<file path="config.mk">
export PLATFORM = sky130hd
export DESIGN_NAME = pulse_period_monitor
export DESIGN_NICKNAME = d
export VERILOG_FILES = /design/src/rtl/ppm_pkg.sv /design/src/rtl/ppm_interval_counter.sv /design/src/rtl/pulse_period_monitor.sv
export SDC_FILE = /design/constraint.sdc
export NUM_CORES = 1
export LEC_CHECK = 0
export CORE_ASPECT_RATIO = 1.1
export CORE_MARGIN = 1.5
export CORE_UTILIZATION = 50
export CTS_CLUSTER_DIAMETER = 60
export DETAILED_ROUTE_END_ITERATION = 10
export PLACE_DENSITY_LB_ADDON = 0.15
export RECOVER_POWER = 100
export SKIP_LAST_GASP = 1
export SLEW_MARGIN = 20
export SYNTH_ARGS = -nofsm -noshare
export SYNTH_HDL_FRONTEND = slang
export SYNTH_SLANG_ARGS = --single-unit
</file>
<file path="constraint.sdc">
create_clock -name clk -period 5.55 [get_ports clk]
set_input_delay 0.555 -clock clk [delete_from_list [all_inputs] [get_ports clk]]
set_output_delay 0.555 -clock clk [all_outputs]
set_load 0.05 [all_outputs]
</file>
<file path="src/rtl/ppm_pkg.sv">
// ppm_pkg: shared state/window types, default parameters and window classifier
// for pulse_period_monitor.
package ppm_pkg;

    typedef enum logic [1:0] {IDLE, SYNC, LOCKED, FAULT} state_t;
    typedef enum logic [1:0] {W_NONE, W_GOOD, W_EARLY, W_LATE} win_t;

    localparam int DEF_PERIOD = 25001;
    localparam int DEF_TOL    = 2;
    localparam int DEF_LOCK_N = 4;

    // A pulse exactly at period+tol is good, so the pulse branch wins over timeout.
    function automatic win_t classify(input logic pulse, input int cnt, input int period, input int tol);
        return pulse ? ((cnt < period - tol) ? W_EARLY : (cnt <= period + tol) ? W_GOOD : W_NONE)
                     : ((cnt == period + tol) ? W_LATE : W_NONE);
    endfunction

endpackage

</file>
<file path="src/rtl/ppm_interval_counter.sv">
// ppm_interval_counter: saturating interval counter with load-on-pulse and
// good/early/timeout decode of the current interval.
module ppm_interval_counter
    import ppm_pkg::*;
#(
    parameter int PERIOD = DEF_PERIOD,
    parameter int TOL    = DEF_TOL,
    parameter int CBITS  = 16
) (
    input  logic             clk,
    input  logic             rst,
    input  logic             clr,
    input  logic             load,
    output logic [CBITS-1:0] cnt,
    output logic             good,
    output logic             early,
    output logic             timeout
);

    win_t win;

    assign win     = classify(load, 32'(cnt), PERIOD, TOL);
    assign good    = (win == W_GOOD);
    assign early   = (win == W_EARLY);
    assign timeout = (win == W_LATE);

    always_ff @(posedge clk or posedge rst) begin
        if (rst) begin
            cnt <= '0;
        end else if (clr) begin
            cnt <= '0;
        end else if (load) begin
            cnt <= CBITS'(1);
        end else if (cnt != '1) begin
            cnt <= cnt + 1'b1;
        end
    end

endmodule

</file>
<file path="src/rtl/pulse_period_monitor.sv">
// pulse_period_monitor: locks onto a periodic one-cycle pulse and flags early/late pulses.
// Optional PPM_FAULT_CNT_EN adds an 8-bit saturating count of early/timeout events.
module pulse_period_monitor
    import ppm_pkg::*;
#(
    parameter int PERIOD = DEF_PERIOD,
    parameter int TOL    = DEF_TOL,
    parameter int LOCK_N = DEF_LOCK_N,
    parameter int CBITS  = 16
) (
    input  logic             clk,
    input  logic             rst,
    input  logic             pulse_in,
    input  logic             clr,
    output logic             locked,
    output logic             early_err,
    output logic             late_err,
    output logic             fault,
    output logic             meas_valid,
    output logic [CBITS-1:0] meas_period
`ifdef PPM_FAULT_CNT_EN
    ,
    output logic [7:0]       fault_cnt
`endif
);

    localparam int RW = $clog2(LOCK_N + 1);

    state_t           state;
    logic [RW-1:0]    run;
    logic [CBITS-1:0] cnt;
    logic             good, early, timeout;

    // FAULT freezes measurement: pulses there must not restart the interval.
    ppm_interval_counter #(.PERIOD(PERIOD), .TOL(TOL), .CBITS(CBITS)) u_cnt (
        .clk     (clk),
        .rst     (rst),
        .clr     (clr),
        .load    (pulse_in && state != FAULT),
        .cnt     (cnt),
        .good    (good),
        .early   (early),
        .timeout (timeout)
    );

    assign locked = (state == LOCKED);
    assign fault  = early_err | late_err;

    always_ff @(posedge clk or posedge rst) begin
        if (rst) begin
            state       <= IDLE;
            run         <= '0;
            early_err   <= 1'b0;
            late_err    <= 1'b0;
            meas_valid  <= 1'b0;
            meas_period <= '0;
        end else begin
            meas_valid <= 1'b0;
            if (clr) begin
                state     <= IDLE;
                run       <= '0;
                early_err <= 1'b0;
                late_err  <= 1'b0;
            end else begin
                if (pulse_in && (state == SYNC || state == LOCKED)) begin
                    meas_valid  <= 1'b1;
                    meas_period <= cnt;
                end
                case (state)
                    IDLE: begin
                        run <= '0;
                        if (pulse_in) state <= SYNC;
                    end
                    SYNC: begin
                        if (good) begin
                            run <= run + 1'b1;
                            if (run == RW'(LOCK_N - 1)) state <= LOCKED;
                        end else if (early) begin
                            run <= '0;
                        end else if (timeout) begin
                            run   <= '0;
                            state <= IDLE;
                        end
                    end
                    LOCKED: begin
                        if (early) begin
                            state     <= FAULT;
                            early_err <= 1'b1;
                        end else if (timeout) begin
                            state    <= FAULT;
                            late_err <= 1'b1;
                        end
                    end
                    default: ;
                endcase
            end
        end
    end

`ifdef PPM_FAULT_CNT_EN
    logic ev;

    assign ev = (state == SYNC || state == LOCKED) && (early || timeout);

    always_ff @(posedge clk or posedge rst) begin
        if (rst) begin
            fault_cnt <= '0;
        end else if (clr) begin
            fault_cnt <= '0;
        end else if (ev && fault_cnt != 8'hFF) begin
            fault_cnt <= fault_cnt + 1'b1;
        end
    end
`endif

endmodule

</file>
After elaboration in Yosys (flattened, before gate mapping)
Cells that the tools add are included.

$add $sub $neg: 2. Magnitude comparators: 2. Equality and inequality tests: 16. Muxes and demuxes: 30. Bitwise logic cells: 2. Reductions and logical operators: 15.

Operator list (count): 2-to-1 mux 16 bit (3); 2-to-1 mux 2 bit (11); adder 16 x 1 -> 16 bit, second input constant (1); equality test 16 bit, second input constant (1); <= comparator 16 x 15 -> 1 bit, second input constant (1); < comparator 16 x 15 -> 1 bit, second input constant (1); != test 16 bit, second input constant (1); 2-to-1 mux 3 bit (4); 2-to-1 mux 1 bit (10); != test 4 bit, second input constant (2); equality test 2 bit, second input constant (3); case mux 2 bit (3 select lines) (1); case mux 3 bit (2 select lines) (1); AND reduction 2 bit (3); AND reduction 6 bit (1); nonzero test 2 bit (3); nonzero test 3 bit (2); != test 5 bit, second input constant (1); equality test 2 x 1 -> 1 bit, second input constant (2); != test 2 bit, second input constant (2); != test 4 x 2 -> 1 bit, second input constant (1); != test 4 x 3 -> 1 bit, second input constant (1); nonzero test 4 bit (1); adder 3 x 1 -> 3 bit, second input constant (1); other kinds (8) (9).

Register bits: 40. Word-level logic and storage cells: 74.

Logic depth before layout (Yosys ltp)
Depth in word-level cells: 10. Depth in mapped cells: 9. Mapped depth without buffers: 8.

Hierarchy
From an unflattened synthesis, not the netlist that was laid out.

Cells, all modules: 242. Area total of the unflattened synthesis: 2154.6 um^2.

Modules (own cells, without submodules): pulse_period_monitor (instances 1, cells each 120, area an instance 1124.8 um^2, seq. area each 600.6 um^2); ppm_interval_counter (instances 1, cells each 122, area an instance 1029.7 um^2, seq. area each 400.4 um^2).

Least setup slack after synthesis
Ideal clock, no wire load.

Path kind: register to register. Start point: reg u_cnt.cnt[9]. End point: reg state[1]. Data arrival time: 2.228 ns. Data required time: 5.454 ns. Setup slack: 3.226 ns. Stages on the path, launching flop included: 7. Buffers on the path: 0. Cells stage by stage: dfrtp_1 -> or4_4 -> or4_4 -> nand2b_4 -> a222oi_1 -> nor2_1 -> o32ai_2.

Cells in the longest elaborated chain, start to end: 8.

RTL lines: from (decl) (RTL line ppm_interval_counter.sv:14) `output logic [CBITS-1:0] cnt,`; from (signal assigned) (RTL line ppm_interval_counter.sv:35) `cnt <= cnt + 1'b1;`; <= comparator 16 x 15 -> 1 bit (RTL line ppm_pkg.sv:14) `return pulse ? ((cnt < period - tol) ? W_EARLY : (cnt <= period + tol) ? W_GOOD : W_NONE)`; 2-to-1 mux 1 bit (RTL line ppm_pkg.sv:14); 2-to-1 mux 2 bit (RTL line ppm_pkg.sv:14); 2-to-1 mux 2 bit * (RTL line ppm_pkg.sv:14); equality test 2 bit or equality test 2 x 1 -> 1 bit (tied branches) (RTL line ppm_interval_counter.sv:24, ppm_interval_counter.sv:23); 2-to-1 mux 2 bit, on equally long branches (RTL line pulse_period_monitor.sv:86, pulse_period_monitor.sv:75); case mux 2 bit (3 select lines) (RTL line pulse_period_monitor.sv:69) `case (state)`; 2-to-1 mux 2 bit (RTL line pulse_period_monitor.sv:59) `if (clr) begin`; to (signal assigned) (RTL line pulse_period_monitor.sv:60) `state <= IDLE;`; to (signal assigned) (RTL line pulse_period_monitor.sv:72) `if (pulse_in) state <= SYNC;`; to (signal assigned) (RTL line pulse_period_monitor.sv:87) `state <= FAULT;`; to (decl) (RTL line pulse_period_monitor.sv:29) `state_t state;`.

Every way passes the cells marked *; elsewhere a longest branch is shown, timed or not. A chain may end at the register's enable or synchronous reset.

Worst setup path after layout
Start point: in clr. End point: reg u_cnt.cnt[5].

Cells in the longest elaborated chain, start to end: 1.

RTL lines: from (decl) (RTL line pulse_period_monitor.sv:14) `input logic clr,`; nonzero test 3 bit (no line) or 2-to-1 mux 16 bit (tied branches).

Several ways; a longest one is shown, not always the timed one.

==> key figures <==
Synth
  • Yosys top cell area share: 47.62%
  • Top-count cell post-synth: nand2_1
  • Ys async rst share: 100.0%
  • Mapped Cells: 227
  • Cell taking the most area after synthesis: dfrtp_1
  • Most used DFF post-synth: dfrtp_1
  • Post-synthesis sequential area ratio: 47.62%
  • Syn_nets: 238
  • Mapped Area: 2102 sq um
  • Seq cells post-synth: 40
  • Avg Inst Size Synth: 9.260 sq um
  • EDFF count, synth: 0
  • Synthesis Warnings: 0
  • Synth top area cells: dfrtp_1 (48%), nand2_1 (9.8%), ha_1 (4.2%)
  • Distinct cells, synth: between 40 and 50
  • Synth top cells by count: nand2_1 (55), dfrtp_1 (40), nor2_1 (23)

Clock tree
  • H-tree level count: 2
  • CTS Buffer Depth: 2
  • # resized after CTS: 0
  • CTS buffer count: 5
  • Clock Tree Root: clkbuf_8
  • Hold Buf Count CTS: 0
  • Postcts setup bufs: 0
  • Clock slew seen by the registers of the worst setup and hold paths: 0.07 ns
  • CTS sink count: 40
  • Clock Latency Late Sink: a little under 0.3 ns
  • TritonCTS clock tree: yes

Critical path
  • Worst-path fanout max: 16
  • Crit end category: flip-flop
  • Worst setup SP type: primary input
  • WS Path Type: in -> reg
  • R2R Path Start: u_cnt.cnt[2]$_DFFE_PP0P_
  • R2r setup slk: 2.08 ns
  • Reg2reg end: u_cnt.cnt[5]$_DFFE_PP0P_
  • CP Data Required Time: 5.71 ns
  • Reg2Reg Depth: 6
  • CP arrival: about 3.9 ns

Placed design
  • Detailed placement HPWL: roughly 3 mm
  • Placed cell areas: 2350 sq um
  • Routability cong.: 0.8288
  • Placed cells: 294
  • I/O Buffers: 24

Final layout
  • ANT cells: 0
  • Area Overhead vs Synth: 15.36%
  • Fraction of layout cells with a size suffix above 1: 6.000%
  • Non-Filler Instances: between 300 and 400
  • Total Nets Final: 260
  • Post-route cell area: 2425 sq um

GRT
  • Number of global-route vias before repair: ~1500
  • First-pass GRT wire length: 7.307 mm
  • Largest net degree at the start of global routing: 41
  • Initial antenna violation count: 0
  • Total grt overflow: 0
  • GRT Util Overall: 21.01%

Drt
  • Vias per cell: 5.368
  • Drt total wl: 4.217 mm
  • DR pass1 iterations: 4
  • Post-route ant nets: 0
  • Vias: 1621
  • Initial drt markers: 56
  • Routed wire per std cell: 13.96 um
  • # DRC: 0

STA
  • Period utilization: 66.74%
  • FMAX: around 270 MHz
  • Worst clock skew: 0.007762 ns
  • Rel. slew slack: -39.01%
  • RSZ-0062 raised after global routing: no
  • Final setup viols: 0
  • Hold Fails Final Rpt: 0
  • Final Max Slew Viols: between 50 and 60
  • Minimum clock period: 3.704 ns
  • Worst slew pin tran: 2.085 ns
  • Setup_tns: 0 ns

Flow run
  • Max_cap viols: 2

Die
  • Die width: approximately 65 um
  • Initial Util: 52.63%
  • Full die area: 4603 sq um
  • Num rows: 24
  • Ports: 25
  • Core area: 3994 sq um
  • Die Ht: 71.01 um

Hold path
  • HP Start: meas_period[15]$_DFFE_PP0P_
  • Hold EP: meas_period[15]$_DFFE_PP0P_
  • Hold Crit Depth: 2
  • Hold WC Path Type: reg -> reg

Power and ir drop
  • Peak supply drop: 0.0001452 V
  • Leak: 1.157 nW
  • Power per Cell Area: 271.7 nW/um^2

Status
  • Failing checks: capacitance limit, slew limit
  • Status: finished, violations left
kinds of logic (layout without fill, tap and decap cells):
kind of cell               Yosys count  in the layout  synth area share, %
and+or+nand+nor                    117            117                27.62
DFF                                 40             40                47.62
AOI/OAI and AO/OA                   30             30                10.60
buffers and inverters               22             45                5.237
xor gates and xnor gates             9              9                3.750
adders and majority gates            7              7                4.166
muxes                                2              2                1.012
sequential cells by signal, summed over array words and instances, names as in the netlist:
signal and cells:
early_err 1, meas_period 16, run 3, meas_valid 1, state 2, u_cnt.cnt 16, late_err 1
worst max-delay path: stages:
cell	delay (ns)
dlygate4sd3_1	0.65
nand2b_1	0.47
nor4_1	1.67
nor3_1	0.21
xnor2_1	0.24
nor2_1	0.05
power by group:
group	switching, mW	internal [mW]
registers	0.00771	0.304
clock network	0.0987	0.133
logic	0.0807	0.0341
total	0.187	0.472
cells in the final DEF, fill, tap and decap left out, types with 3 or more instances in the layout:
cell           instances
dlygate4sd3_1         23
nand2_1               55
dfrtp_1               40
xnor2_1                7
nor3_1                 6
inv_1                 12
nor4_1                 6
clkbuf_8               5
a21oi_1                5
nor2_1                23
ha_1                   7
o21ai_0                5
a31oi_1                3
nand3_1                5
per-layer routing:
metal	part of all wire [%]	up-vias	track usage, %
met5	0	-	0
met4	1.7	0	8.511
met3	3.7	6	5.246
met2	47	25	32.88
met1	47	780	28.00
li1	-	810	-
worst max-delay path by stage:
stage                                         from                         to  slack [ns]  cells after the start
after global routing                           clr  u_cnt.cnt[11]$_DFFE_PP0P_        1.46                      6
after floorplan           u_cnt.cnt[9]$_DFFE_PP0P_       state[1]$_DFFE_PP0P_        3.23                      6
after CTS                                      clr  u_cnt.cnt[11]$_DFFE_PP0P_        2.55                      6
after global placement                         clr   u_cnt.cnt[5]$_DFFE_PP0P_        2.28                      6
final                                          clr   u_cnt.cnt[5]$_DFFE_PP0P_        1.85                      6
after detailed placement                       clr   u_cnt.cnt[5]$_DFFE_PP0P_        2.24                      6
cell type report:
class                   instances  area, sq um
clock buffers                   6        72.57
clock inverters                 2        35.03
fillers                       362         1569
inverters                      12        45.04
multi-input cells             165        962.2
flip-flops and latches         40         1001
well taps                      52        65.06
repair buffers                 25        244.0
stage by stage:
stage                     util (%)  hold slack [ns]  power [mW]  setup WS, ns
after floorplan                  -           0.4730      0.4046         3.226
after global placement       58.83           0.4589      0.4371         2.285
after detailed placement     58.83           0.4618      0.4403         2.244
after CTS                    61.53           0.4806      0.6734         2.553
after global routing         60.71           0.4880      0.6899         1.456
final                        60.71           0.4694      0.6588         1.846
(Power assumes the default switching activity.)
